[src/rtl/line_raster.sv]
// Bresenham line rasteriser: one pixel per accepted handshake, done pulse after the last one.
// Optional feature: define LINE_RASTER_DASH_EN to add an 8-bit dash pattern input.
module line_raster #(
  parameter int CW = 8
) (
  input  logic          clk,
  input  logic          rst,
  input  logic          go,
  input  logic [CW-1:0] stax,
  input  logic [CW-1:0] stay,
  input  logic [CW-1:0] endx,
  input  logic [CW-1:0] endy,
`ifdef LINE_RASTER_DASH_EN
  input  logic [7:0]    dash_pat,
`endif
  output logic          busy,
  output logic          done,
  output logic          wr,
  input  logic          ready,
  output logic [CW-1:0] xout,
  output logic [CW-1:0] yout
);

  typedef enum logic [1:0] {
    IDLE = 2'b00,
    RUN  = 2'b01,
    DONE = 2'b10
  } state_t;

  localparam logic [CW-1:0] ONE = {{(CW-1){1'b0}}, 1'b1};

  state_t                state_r, state_s;
  logic [CW-1:0]         x_r, y_r, ex_r, ey_r;
  logic [CW-1:0]         x_s, y_s, ex_s, ey_s;
  logic signed [CW:0]    dx_r, dy_r, dx_s, dy_s;
  logic signed [CW+1:0]  err_r, err_s;
  logic                  sxn_r, syn_r, sxn_s, syn_s;
  logic                  wr_r, busy_r, done_r;
  logic                  wr_s, busy_s, done_s;
  logic                  accept_s, advance_s, at_end_s;
  logic signed [CW+2:0]  e2_s, dx_e_s, dy_e_s;
  logic signed [CW:0]    ddx_s, ddy_s;
`ifdef LINE_RASTER_DASH_EN
  logic [7:0]            pat_r, pat_s;
  logic [2:0]            idx_r, idx_s;
`endif

  // Signed difference a-b, one bit wider so 0 vs 2^CW-1 cannot overflow.
  function automatic logic signed [CW:0] sdiff(input logic [CW-1:0] a, input logic [CW-1:0] b);
    return $signed({1'b0, a}) - $signed({1'b0, b});
  endfunction

  function automatic logic signed [CW:0] sabs(input logic signed [CW:0] d);
    if (d[CW]) begin
      return -d;
    end else begin
      return d;
    end
  endfunction

  // Next-state, datapath step and next output values.
  always_comb begin
    state_s   = state_r;
    x_s       = x_r;
    y_s       = y_r;
    ex_s      = ex_r;
    ey_s      = ey_r;
    dx_s      = dx_r;
    dy_s      = dy_r;
    err_s     = err_r;
    sxn_s     = sxn_r;
    syn_s     = syn_r;
    accept_s  = 1'b0;
    ddx_s     = sdiff(endx, stax);
    ddy_s     = sdiff(endy, stay);
    e2_s      = $signed({err_r[CW+1], err_r, 1'b0});
    dx_e_s    = $signed({{2{dx_r[CW]}}, dx_r});
    dy_e_s    = $signed({{2{dy_r[CW]}}, dy_r});
    at_end_s  = (x_r == ex_r) && (y_r == ey_r);
`ifdef LINE_RASTER_DASH_EN
    pat_s     = pat_r;
    idx_s     = idx_r;
    // Blanked pixels are never presented, so they need no handshake.
    advance_s = ready | ~pat_r[idx_r];
`else
    advance_s = ready;
`endif

    case (state_r)
      IDLE: begin
        if (go) begin
          accept_s = 1'b1;
        end else begin
          state_s = IDLE;
        end
      end
      RUN: begin
        if (advance_s && at_end_s) begin
          state_s = DONE;
        end else if (advance_s) begin
          // Both tests use the pre-step error term.
          if (e2_s >= dy_e_s) begin
            err_s = err_s + $signed({dy_r[CW], dy_r});
            x_s   = sxn_r ? (x_r - ONE) : (x_r + ONE);
          end else begin
            x_s   = x_r;
          end
          if (e2_s <= dx_e_s) begin
            err_s = err_s + $signed({dx_r[CW], dx_r});
            y_s   = syn_r ? (y_r - ONE) : (y_r + ONE);
          end else begin
            y_s   = y_r;
          end
`ifdef LINE_RASTER_DASH_EN
          idx_s = idx_r + 3'd1;
`endif
        end else begin
          state_s = RUN;
        end
      end
      DONE: begin
        if (go) begin
          accept_s = 1'b1;
        end else begin
          state_s = IDLE;
        end
      end
      default: begin
        state_s = IDLE;
      end
    endcase

    if (accept_s) begin
      state_s = RUN;
      x_s     = stax;
      y_s     = stay;
      ex_s    = endx;
      ey_s    = endy;
      dx_s    = sabs(ddx_s);
      dy_s    = -sabs(ddy_s);
      err_s   = $signed({dx_s[CW], dx_s}) + $signed({dy_s[CW], dy_s});
      sxn_s   = ddx_s[CW];
      syn_s   = ddy_s[CW];
`ifdef LINE_RASTER_DASH_EN
      pat_s   = dash_pat;
      idx_s   = 3'd0;
`endif
    end else begin
      accept_s = 1'b0;
    end

    busy_s = (state_s == RUN);
    done_s = (state_s == DONE);
`ifdef LINE_RASTER_DASH_EN
    wr_s   = (state_s == RUN) & pat_s[idx_s];
`else
    wr_s   = (state_s == RUN);
`endif
  end

  // State, datapath and output registers with synchronous reset.
  always_ff @(posedge clk) begin
    if (rst) begin
      state_r <= IDLE;
      x_r     <= {CW{1'b0}};
      y_r     <= {CW{1'b0}};
      ex_r    <= {CW{1'b0}};
      ey_r    <= {CW{1'b0}};
      dx_r    <= {(CW+1){1'b0}};
      dy_r    <= {(CW+1){1'b0}};
      err_r   <= {(CW+2){1'b0}};
      sxn_r   <= 1'b0;
      syn_r   <= 1'b0;
      wr_r    <= 1'b0;
      busy_r  <= 1'b0;
      done_r  <= 1'b0;
`ifdef LINE_RASTER_DASH_EN
      pat_r   <= 8'h00;
      idx_r   <= 3'd0;
`endif
    end else begin
      state_r <= state_s;
      x_r     <= x_s;
      y_r     <= y_s;
      ex_r    <= ex_s;
      ey_r    <= ey_s;
      dx_r    <= dx_s;
      dy_r    <= dy_s;
      err_r   <= err_s;
      sxn_r   <= sxn_s;
      syn_r   <= syn_s;
      wr_r    <= wr_s;
      busy_r  <= busy_s;
      done_r  <= done_s;
`ifdef LINE_RASTER_DASH_EN
      pat_r   <= pat_s;
      idx_r   <= idx_s;
`endif
    end
  end

  assign wr   = wr_r;
  assign busy = busy_r;
  assign done = done_r;
  assign xout = x_r;
  assign yout = y_r;

endmodule
[config.mk]
export PLATFORM = sky130hd
export DESIGN_NAME = line_raster
export DESIGN_NICKNAME = d
export VERILOG_FILES = /design/src/rtl/line_raster.sv
export SDC_FILE = /design/constraint.sdc
export NUM_CORES = 1
export LEC_CHECK = 0
export ABC_AREA = 1
export ABC_CLOCK_PERIOD_IN_PS = 4300
export BUFFER_PORTS_ARGS = -buffer_cell sky130_fd_sc_hd__buf_4
export CAP_MARGIN = 20
export CORE_MARGIN = 3
export CORE_UTILIZATION = 45
export DETAILED_ROUTE_END_ITERATION = 16
export PLACE_DENSITY_LB_ADDON = 0.1
export SLEW_MARGIN = 20
export SYNTH_ARGS = -nofsm -noshare
export SYNTH_HDL_FRONTEND = slang
export SYNTH_SLANG_ARGS = --single-unit
[constraint.sdc]
create_clock -name clk -period 4.3 [get_ports clk]
set_clock_uncertainty 0.05 [all_clocks]
set_input_delay 0.43 -clock clk [delete_from_list [all_inputs] [get_ports clk]]
set_output_delay 0.43 -clock clk [all_outputs]
set_load 0.03 [all_outputs]
==> reports/metrics.yaml, run 1 <==
timing:
  grt_setup_unrepaired: "false"
  fin_setup_tns_ns: 0
  slew-limit-headroom_pct: 59.17
  post-route-period-util_pct: 90.84
  final_hold_viol_count: 0
  worstMarginPinSlew_ns: 0.6115
  period_needed_ns: 3.906
  drv_slew: 0
  max_freq_mhz: 256.0
  setup_viol: 0
global_routing:
  grt_pass1_vias: 5920
  antenna_found_initial: 0
  grt.total_usage_pct: 22.71
  overflow: 0
  grt_pass1_wl_um: 29130
  grt_max_degree: 60
die:
  die_y_um: 125.5
  row_count: 43
  die_x_um: 125.5
  initial_core_util_pct: 46.09
  ios: 55
  core_mm2: 0.01393
  dieArea_mm2: 0.01574
critical_path:
  reg2reg_depth: 21
  rrSetupSlack_ns: 0.39
  rr_startpoint: "dy_r[8]"
  critPathLaunch: "dy_r[8]"
  start_kind: "register"
  r2r-end: "err_r[9]"
  crit_fanout: 12
  endpoint_kind: "register"
  critPathCapture: "err_r[9]"
  critical_path_arrival_ns: 4.09
  crit_type: "register to register"
  required_ns: 4.48
synthesis:
  synth_fa_ha_area_share_pct: 17.38
  yosysUniqueCellTypes: 44
  synth_edf_count: 0
  ys_seq_area_share_pct: 20.57
  synth_ff_type: "dfxtp_1"
  yosys.area_share.simple_pct: 26.40
  syn_area_per_cell_um2: 6.683
  synth_cells: 961
  ys_warn_count: 0
  synth-xor-area-share_pct: 5.728
  synth-compound-area-share_pct: 19.79
  synthMuxAreaShare_pct: 0
  yosysTopAreaCell: "dfxtp_1"
  synth_area_mm2: 0.006422
  yosys.area.top_type_share_pct: 20.57
  synth_top_family_by_area: "simple AND/OR/NAND/NOR gates"
  ys_top_cells_by_count: "nand2_1 (188), inv_1 (143), o21ai_0 (83)"
  synth_seq_cells: 66
  synth_fp_nets: 1082
  synthArstFlopShare_pct: 0
  yosysMostFrequentCell: "nand2_1"
  synth_area_leaders: "dfxtp_1 (21%), ha_1 (15%), nand2_1 (11%), inv_1 (8.4%), o21ai_0 (6.5%)"
cts:
  h-tree-depth: 3
  worstSkewPairLatency_ns: 0.35
  cts.sinks: 66
  cts_setup_buffers: 0
  cts_tree: "built"
  cts_buffers: 9
  ctsHoldBuffers: 0
  cts-root-buf: "clkbuf_16"
  cts.path.max_buffers: 2
  clkTransAtPathRegs_ns: 0.06
cells_and_area:
  fillers: 1459
  syn2layout_area_growth_pct: 14.51
  drive_above_1_share_pct: 13.36
  diodes: 0
  fin_nets: 1134
  post-route-util_pct: 52.78
worst_hold_path:
  hold_path_class: "primary input to register"
power_and_ir_drop:
  p_per_area_mw_per_mm2: 440.1
  ir_drop_uv: 250.4
  p_leak_nw: 3.683
routing:
  drc: 0
  num_vias: 6225
  wirelength_um: 17460
  drt_pass1_iterations: 7
  wl_per_cell_um: 14.57
  drtIter0Drc: 361
  ant_nets: 0
  viasPerCell: 5.196
job:
  maxCapViolCount: 0
placed_design:
  numPortBuffers: 54
  dp_hpwl_um: 13660
  place_congestion: 0.8720
outcome:
  status: "finished clean"
-- layer usage --
layer	global-route usage, %	part of all wire [%]	wire, um
met2	38.23	46	8051
met5	0	0	0
met3	2.734	4.8	843
met4	8.418	2.3	407
met1	29.82	47	8158
-- report_power, final --
part           switching (mW)  total [mW]  internal, mW
sequential             0.0947       0.787         0.692
combinational            1.03        1.68         0.648
clock                   0.317       0.770         0.453
-- stage by stage --
| step | instances | worst slack [ns] | cell area [um^2] | hold WS (ns) | power, mW |
|---|---|---|---|---|---|
| 3_3_place_gp | 1182 | 0.2175 | 7048 | 0.4074 | 2.459 |
| 3_5_place_dp | 1182 | 0.1368 | 7048 | 0.4132 | 2.467 |
| 6_report | 1198 | 0.3938 | 7355 | 0.2707 | 3.237 |
| 4_1_cts | 1198 | 0.3226 | 7351 | 0.2660 | 3.254 |
| 5_1_grt | 1198 | 0.03850 | 7355 | 0.2890 | 3.530 |
| 2_1_floorplan | 961 | 0.3909 | 6422 | 0.3915 | 2.018 |
-- flip-flops by register name, summed over array words and instances, names as in the netlist, 2 cells and up --
name,count
dx_r,9
dy_r,9
err_r,10
ex_r,8
ey_r,8
state_r,2
xout,8
yout,8
-- placed cells by master, fill, tap and decap left out, types with 25 or more instances in the layout --
cell | synthesis | routed
nand3_1 | 49 | 49
nand2_1 | 188 | 188
inv_1 | 143 | 141
nor2_1 | 67 | 66
buf_4 | 1 | 66
a21oi_1 | 82 | 82
xnor2_1 | 25 | 25
dfxtp_1 | 66 | 66
ha_1 | 78 | 78
o21ai_0 | 83 | 79
-- worst min path at each step --
stage / slack (ns) / cells past startpoint / startpoint / to
after global routing: 0.29 / 3 / endx[6] / ex_r[6]
after floorplan: 0.39 / 2 / ex_r[3] / ex_r[3]
after global placement: 0.41 / 2 / ex_r[3] / ex_r[3]
final: 0.27 / 3 / endx[5] / ex_r[5]
after detailed placement: 0.41 / 2 / ex_r[3] / ex_r[3]
after CTS: 0.27 / 3 / endx[5] / ex_r[5]
-- worst max-delay path, cell delays in order, from the launching register on --
cell        delay, ns
dfxtp_1          0.34
inv_1            0.09
ha_1             0.37
nand2_1          0.09
nor2_1           0.15
nand3_1          0.11
o2111ai_1        0.12
nand2_1          0.09
nand2_2          0.10
clkinvlp_4       0.22
o31ai_1          0.45
ha_1             0.36
nand2_1          0.09
nor2_1           0.06
nand3_1          0.08
o2111ai_1        0.13
or2_2            0.29
nand3_1          0.12
nand3b_1         0.13
nand2_1          0.05
o21ai_0          0.22
a21oi_2          0.08
-- layout make-up --
class                      instances  area, um^2  share of cell area [%]
multi-input combinational        724        4458                   60.62
clock buffer                       9       225.2                   3.062
inverter                         146       551.8                   7.503
tap                              180       225.2                   3.062
timing repair buffer              66       495.5                   6.737
clock inverter                     7       77.57                   1.055
sequential                        66        1321                   17.97
-- what timing repair did --
action | CTS | global route
setup endpoints to repair | 0 | 3
hold endpoints to repair | 0 | 0
resized for setup | 0 | 5
-- logic make-up (layout without fill, tap and decap cells) --
group                      Yosys count  after routing
AOI/OAI and AO/OA                  223            223
xor gates and xnor gates            42             42
adders and majority gates           85             85
buffers and inverters              171            228
DFF                                 66             66
and+or+nand+nor                    374            374
(Power assumes the default switching activity.)
==> run 2, diff against run 1 <==
- ABC_CLOCK_PERIOD_IN_PS: 4300 -> 3250
- clock period: 4.3 -> 3.25 ns (I/O delays scaled with it)
==> run 2 against run 1 <==
The run now ends with negative setup slack left. Global-route usage increased by 2.1 points. Final area increased by 31%. Worst setup slack got worse by 0.52 ns. Clock-buffer cell count increased by 1. Sequential power increased by 32%. Non-clock buffer count increased by 203. Via count increased by 14%. First-iteration DRC count decreased by 8.0%. Hold slack got worse by 0.11 ns. Largest cell class unchanged. Highest routed layer unchanged.
==> reports/metrics.yaml, run 2 (synthesized netlist as in run 1, its figures left out) <==
cts:
  h-tree-depth: 3  # unchanged
  cts-root-buf: "clkbuf_16"  # unchanged
  ctsHoldBuffers: 0  # unchanged
  cts.path.max_buffers: 2  # unchanged
  cts.sinks: 66  # unchanged
  clkTransAtPathRegs_ns: 0.06  # about the same
  cts_tree: "built"  # unchanged
  worstSkewPairLatency_ns: 0.35  # about the same
  cts_buffers: 9  # unchanged
routing:
  viasPerCell: 5.061  # was 5.196
  drt_pass1_iterations: 5  # was 7
  ant_nets: 0  # unchanged
  num_vias: 7090  # was 6225
  drtIter0Drc: 332  # was 361
  wirelength_um: 20010  # was 17460 um
  wl_per_cell_um: 14.28  # was 14.57 um
  drc: 0  # unchanged
critical_path:
  endpoint_kind: "register"  # unchanged
  start_kind: "register"  # unchanged
  required_ns: 3.43  # was 4.48 ns
  rr_startpoint: "err_r[0]"  # was dy_r[8]
  rrSetupSlack_ns: -0.13  # was 0.39 ns
  critPathLaunch: "err_r[0]"  # was dy_r[8]
  reg2reg_depth: 19  # was 21
  critical_path_arrival_ns: 3.56  # was 4.09 ns
  r2r-end: "err_r[9]"  # unchanged
  crit_fanout: 3  # was 12
  crit_type: "register to register"  # unchanged
worst_hold_path:
  hp-start: "endx[5]"  # unchanged
  hold_path_class: "primary input to register"  # unchanged
  hold_path_end: "ex_r[5]"  # unchanged
  hold_path_depth: 3  # unchanged
cells_and_area:
  final_cell_count_no_fill: 1401  # was 1198
  reg_top3: "err_r (10), dx_r (9), dy_r (9)"  # unchanged
  drive_above_1_share_pct: 37.84  # was 13.36%
  fillers: 1178  # was 1459
  mostFrequentLayoutCells: "buf_4 (263), nand2_1 (171), inv_1 (128), o21ai_0 (65), a21oi_1 (61)"  # was nand2_1 (188), inv_1 (141), a21oi_1 (82), o21ai_0 (79), ha_1 (78)
  largest_register_ff_count: 10  # unchanged
  diodes: 0  # unchanged
  regMostFlops: "err_r"  # unchanged
  layout_commonest_cell: "buf_4"  # was nand2_1
  post-route-util_pct: 69.15  # was 52.78%
  fin_nets: 1337  # was 1134
  syn2layout_area_growth_pct: 50.03  # was 14.51%
outcome:
  violations: "negative setup slack"
  status: "finished, violations left"  # was finished clean
die:
  die_y_um: 125.5  # unchanged
  core_mm2: 0.01393  # unchanged
  die_x_um: 125.5  # unchanged
  initial_core_util_pct: 46.09  # unchanged
  dieArea_mm2: 0.01574  # unchanged
  row_count: 43  # unchanged
  ios: 55  # unchanged
power_and_ir_drop:
  p_per_area_mw_per_mm2: 590.6  # was 440.1 mW/mm^2
  p_total_mw: 5.690  # was 3.237 mW
  p_leak_nw: 4.762  # was 3.683 nW
  ir_drop_uv: 320.9  # was 250.4 uV
global_routing:
  antenna_found_initial: 0  # unchanged
  grt_pass1_wl_um: 31990  # was 29130 um
  grt_max_degree: 60  # unchanged
  overflow: 0  # unchanged
  grt_pass1_vias: 6760  # was 5920
  grt.total_usage_pct: 24.82  # was 22.71%
timing:
  max_freq_mhz: 295.9  # was 256.0 MHz
  period_needed_ns: 3.379  # was 3.906 ns
  post-route-period-util_pct: 104.0  # was 90.84%
  setup_viol: 4  # was 0
  worst_slack_ns: -0.1290  # was 0.3938 ns
  slew-limit-headroom_pct: 58.31  # was 59.17%
  worstMarginPinSlew_ns: 0.6254  # was 0.6115 ns
  final_hold_viol_count: 0  # unchanged
  grt_setup_unrepaired: "true"  # was false
  drv_slew: 0  # unchanged
job:
  maxCapViolCount: 0  # unchanged
placed_design:
  place_congestion: 0.8987  # was 0.8720
  dp_hpwl_um: 14810  # was 13660 um
  post-place-ws_ns: -0.6024  # was 0.1368 ns
  place_inst: 1358  # was 1182
  numPortBuffers: 54  # unchanged
-- run 2: changes by cell type in the layout (fill, tap and decap cells not counted), sizes merged --
cell | before | now
clkbuf | 9 | 10
bufinv | 1 | 2
clkinvlp | 2 | 0
inv | 146 | 149
clkinv | 4 | 1
buf | 66 | 269
-- run 2: per-layer routing --
metal	vias up	track usage (%)	wire length, um
li1	3706	-	-
met1	3207	31.26	8785
met2	137	43.20	9954
met3	40	4.015	760
met4	0	8.099	507
met5	-	0	0
-- run 2: how the worst max path moves through the flow --
stage | end | slack, ns
after floorplan | err_r[7] | -0.24
after global placement | err_r[8] | -0.58
after detailed placement | err_r[8] | -0.60
after CTS | err_r[9] | -0.22
after global routing | err_r[8] | -0.34
final | err_r[9] | -0.13
-- run 2: timing repair --
action | CTS | global route
buffers inserted | 15 | 13
resized for setup | 69 | 90
pin swaps | 41 | 73
endpoints found under the setup margin | 7 | 7
-- run 2: critical path: stages, from the launching register on --
cell	delay [ns]
dfxtp_4	0.37
ha_4	0.17
fa_2	0.36
nand3_2	0.08
nand2_2	0.06
a21o_1	0.17
nand2_2	0.08
a21oi_2	0.07
buf_4	0.14
o31ai_2	0.27
buf_4	0.17
ha_4	0.21
a21oi_2	0.20
o2111ai_4	0.15
or2_4	0.27
nand3_2	0.08
nand3b_1	0.12
nand2_1	0.06
o21ai_2	0.14
a21oi_2	0.07
-- run 2: metrics by stage --
stage	hold WS (ns)	area [um^2]	TNS, ns
finish	0.1592	9635	-0.4206
CTS	0.1605	9134	-0.6524
global placement	0.4052	8472	-2.544
global route	0.1969	9635	-1.386
detailed placement	0.4109	8472	-2.793
floorplan	0.3915	6525	-0.6279
-- run 2: layout make-up --
cell class              instances  area, um^2  area share, %
multi-input cells             724        5119          53.12
flip-flops and latches         66        1338          13.88
repair buffers                269        2049          21.27
clock buffers                  10       239.0          2.480
clock inverters                 6       95.09         0.9869
inverters                     146       570.5          5.921
well taps                     180       225.2          2.337
-- run 2: power breakdown --
group          switching (mW)  leakage [nW]  internal [mW]
Clock                   0.422         0.164          0.703
Combinational            1.83          4.05           1.70
Sequential              0.120         0.550          0.921
Total                    2.37          4.76           3.32
==> run 3, diff against run 2 <==
- PLACE_DENSITY: default -> 0.65
- PLACE_DENSITY_LB_ADDON: 0.1 -> default
==> run 3 against run 2 <==
Utilization down 2.4 points. Hold slack better by 0.021 ns. Die area unchanged. Sequential power about the same. Final area down 3.5%. The run still ends with negative setup slack left. Maximum frequency down 1.8%. Critical path depth up 2. Routed wire length down 3.1%. Largest cell class unchanged. Power down 4.4%. Clock-buffer cell count unchanged. Clock power down 9.8%. Non-clock buffer count down 23.
==> reports/metrics.yaml, run 3 (synthesized netlist as in run 1, its figures left out) <==
outcome:
  status: "finished, violations left"  # unchanged
  violations: "negative setup slack"  # unchanged
die:
  die_y_um: 125.5  # unchanged
  core_mm2: 0.01393  # unchanged
  ios: 55  # unchanged
  row_count: 43  # unchanged
  die_x_um: 125.5  # unchanged
  dieArea_mm2: 0.01574  # unchanged
  initial_core_util_pct: 46.09  # unchanged
cts:
  ctsHoldBuffers: 0  # unchanged
  worstSkewPairLatency_ns: 0.34  # was 0.35 ns
  cts_buffers: 9  # unchanged
  cts-root-buf: "clkbuf_16"  # unchanged
  cts_tree: "built"  # unchanged
  clkTransAtPathRegs_ns: 0.06  # about the same
  cts.path.max_buffers: 2  # unchanged
  h-tree-depth: 3  # unchanged
  cts.sinks: 66  # unchanged
routing:
  ant_nets: 0  # unchanged
  drc: 0  # unchanged
  viasPerCell: 5.071  # was 5.061
  wl_per_cell_um: 14.06  # was 14.28 um
  wirelength_um: 19390  # was 20010 um
  drt_pass1_iterations: 5  # unchanged
  num_vias: 6993  # was 7090
  drtIter0Drc: 362  # was 332
critical_path:
  crit_fanout: 4  # was 3
  crit_type: "register to register"  # unchanged
  critical_path_arrival_ns: 3.61  # was 3.56 ns
  cp_cell_sequence: "buf_4 > ha_1 > a21oi_1 > o21ai_1 > a21oi_2 > o21bai_1 > or2_2 > nand3_1 > o21a_1 > inv_1 > ha_1 > nand2_2 > nor2_2 > nand3_1 > o2111ai_2 > or2_4 > nand3_2 > nand3b_1 > nand2_1 > o21ai_2 > a21oi_2"  # was ha_4 > fa_2 > nand3_2 > nand2_2 > a21o_1 > nand2_2 > a21oi_2 > buf_4 > o31ai_2 > buf_4 > ha_4 > a21oi_2 > o2111ai_4 > or2_4 > nand3_2 > nand3b_1 > nand2_1 > o21ai_2 > a21oi_2
  start_kind: "register"  # unchanged
  endpoint_kind: "register"  # unchanged
  slowest_stage: "ha_1"  # was dfxtp_4
  required_ns: 3.42  # was 3.43 ns
  critPathMaxStageDelay_ns: 0.34  # was 0.37 ns
timing:
  post-route-period-util_pct: 105.9  # was 104.0%
  drv_slew: 0  # unchanged
  whs_ns: 0.1802  # was 0.1592 ns
  setup_viol: 4  # unchanged
  slew-limit-headroom_pct: 53.17  # was 58.31%
  final_hold_viol_count: 0  # unchanged
  worst_slack_ns: -0.1907  # was -0.1290 ns
  grt_setup_unrepaired: "true"  # unchanged
  worstMarginPinSlew_ns: 0.6961  # was 0.6254 ns
  max_freq_mhz: 290.6  # was 295.9 MHz
  period_needed_ns: 3.441  # was 3.379 ns
global_routing:
  grt_use_met3_pct: 4.400  # was 4.015%
  grt_max_degree: 60  # unchanged
  grt.total_usage_pct: 24.27  # was 24.82%
  antenna_found_initial: 0  # unchanged
  grt_pass1_wl_um: 31540  # was 31990 um
  use_met1_pct: 31.24  # was 31.26%
  met2_usage_pct: 41.00  # was 43.20%
  grt_pass1_vias: 6725  # was 6760
  overflow: 0  # unchanged
  grt.busiest_layer: "met2"  # unchanged
placed_design:
  numPortBuffers: 54  # unchanged
  dp_hpwl_um: 14530  # was 14810 um
  placed_area_mm2: 0.008374  # was 0.008472 mm^2
  place_congestion: 0.9051  # was 0.8987
cells_and_area:
  diodes: 0  # unchanged
  mostFrequentLayoutCells: "buf_4 (241), nand2_1 (179), inv_1 (130), a21oi_1 (67), o21ai_0 (67)"  # was buf_4 (263), nand2_1 (171), inv_1 (128), o21ai_0 (65), a21oi_1 (61)
  syn2layout_area_growth_pct: 44.83  # was 50.03%
  largest_register_ff_count: 10  # unchanged
  fin_area_mm2: 0.009301  # was 0.009635 mm^2
  regMostFlops: "err_r"  # unchanged
  layout_commonest_cell: "buf_4"  # unchanged
  fillers: 1246  # was 1178
  drive_above_1_share_pct: 34.03  # was 37.84%
  reg_top3: "err_r (10), dx_r (9), dy_r (9)"  # unchanged
  fin_nets: 1315  # was 1337
power_and_ir_drop:
  ir_drop_uv: 382.1  # was 320.9 uV
  p_per_area_mw_per_mm2: 584.6  # was 590.6 mW/mm^2
  p_leak_nw: 4.604  # was 4.762 nW
worst_hold_path:
  hold_path_class: "primary input to register"  # unchanged
job:
  maxCapViolCount: 0  # unchanged
-- run 3: changes by cell type in the layout (fill, tap and decap cells not counted), moves of 3 or more --
cell        previous run  this run
o21ai_2               14         6
dfxtp_1               55        59
o21ai_1                7        11
buf_4                263       241
nand2_1              171       179
a21oi_2               20        14
dfxtp_2               10         6
a21oi_1               61        67
clkinvlp_4             0         3
nand2_2               26        20
nand3_1               42        45
-- run 3: metrics by stage --
step | total power [mW] | instances | setup WS [ns] | setup TNS, ns | util [%]
6_report | 5.438 | 1379 | -0.1907 | -0.4895 | 66.75
2_1_floorplan | 2.733 | 961 | -0.2374 | -0.6279 | -
5_1_grt | 5.842 | 1379 | -0.4069 | -1.572 | 66.75
3_3_place_gp | 3.822 | 1345 | -0.5459 | -2.318 | 60.10
4_1_cts | 5.121 | 1372 | -0.1805 | -0.6496 | 64.48
3_5_place_dp | 3.856 | 1345 | -0.6236 | -3.032 | 60.10
-- run 3: worst paths after layout --
kind | startpoint | end | slack [ns] | depth (start not counted)
worst max register to register | dy_r[4] | err_r[9] | -0.19 | 21
worst min-delay path | endy[7] | ey_r[7] | 0.18 | 3
worst min register to register | ex_r[3] | ex_r[3] | 0.42 | 2
worst max-delay path | dy_r[4] | err_r[9] | -0.19 | 21
-- run 3: per-layer routing --
metal  vias up  routed length [um]
met5         -                   0
met4         0                 597
met3        32                 866
met2       170                9018
met1      3131                8902
li1       3660                   -
-- run 3: final cells by class --
type	instances	area (um^2)	area share, %
Multi-Input combinational cell	724	4994	53.69
Timing Repair Buffer	246	1869	20.10
Sequential cell	66	1333	14.33
Inverter	146	569.3	6.121
Clock buffer	10	239.0	2.569
Tap cell	180	225.2	2.421
Clock inverter	6	65.06	0.6995
Timing Repair inverter	1	7.507	0.08071
-- run 3: where the power goes --
part / leakage [nW] / total (mW) / switching (mW) / internal, mW
Clock: 0.149 / 1.01 / 0.397 / 0.616
Sequential: 0.549 / 1.04 / 0.122 / 0.919
Combinational: 3.91 / 3.38 / 1.76 / 1.62
-- run 3: timing repair --
item / CTS / global route
gates resized for setup: 64 / 51
pin swaps: 29 / 37
cloned: 1 / 0
setup endpoints to repair: 7 / 7
setup buffers: 11 / 7
-- run 3: critical path: cells and delay by family, from the launching register on --
family                     cells  cell delay (ns)
and+or+nand+nor                9             1.14
DFF                            1             0.31
AOI/OAI and AO/OA              8             1.05
adders and majority gates      2             0.64
buffers and inverters          2             0.16
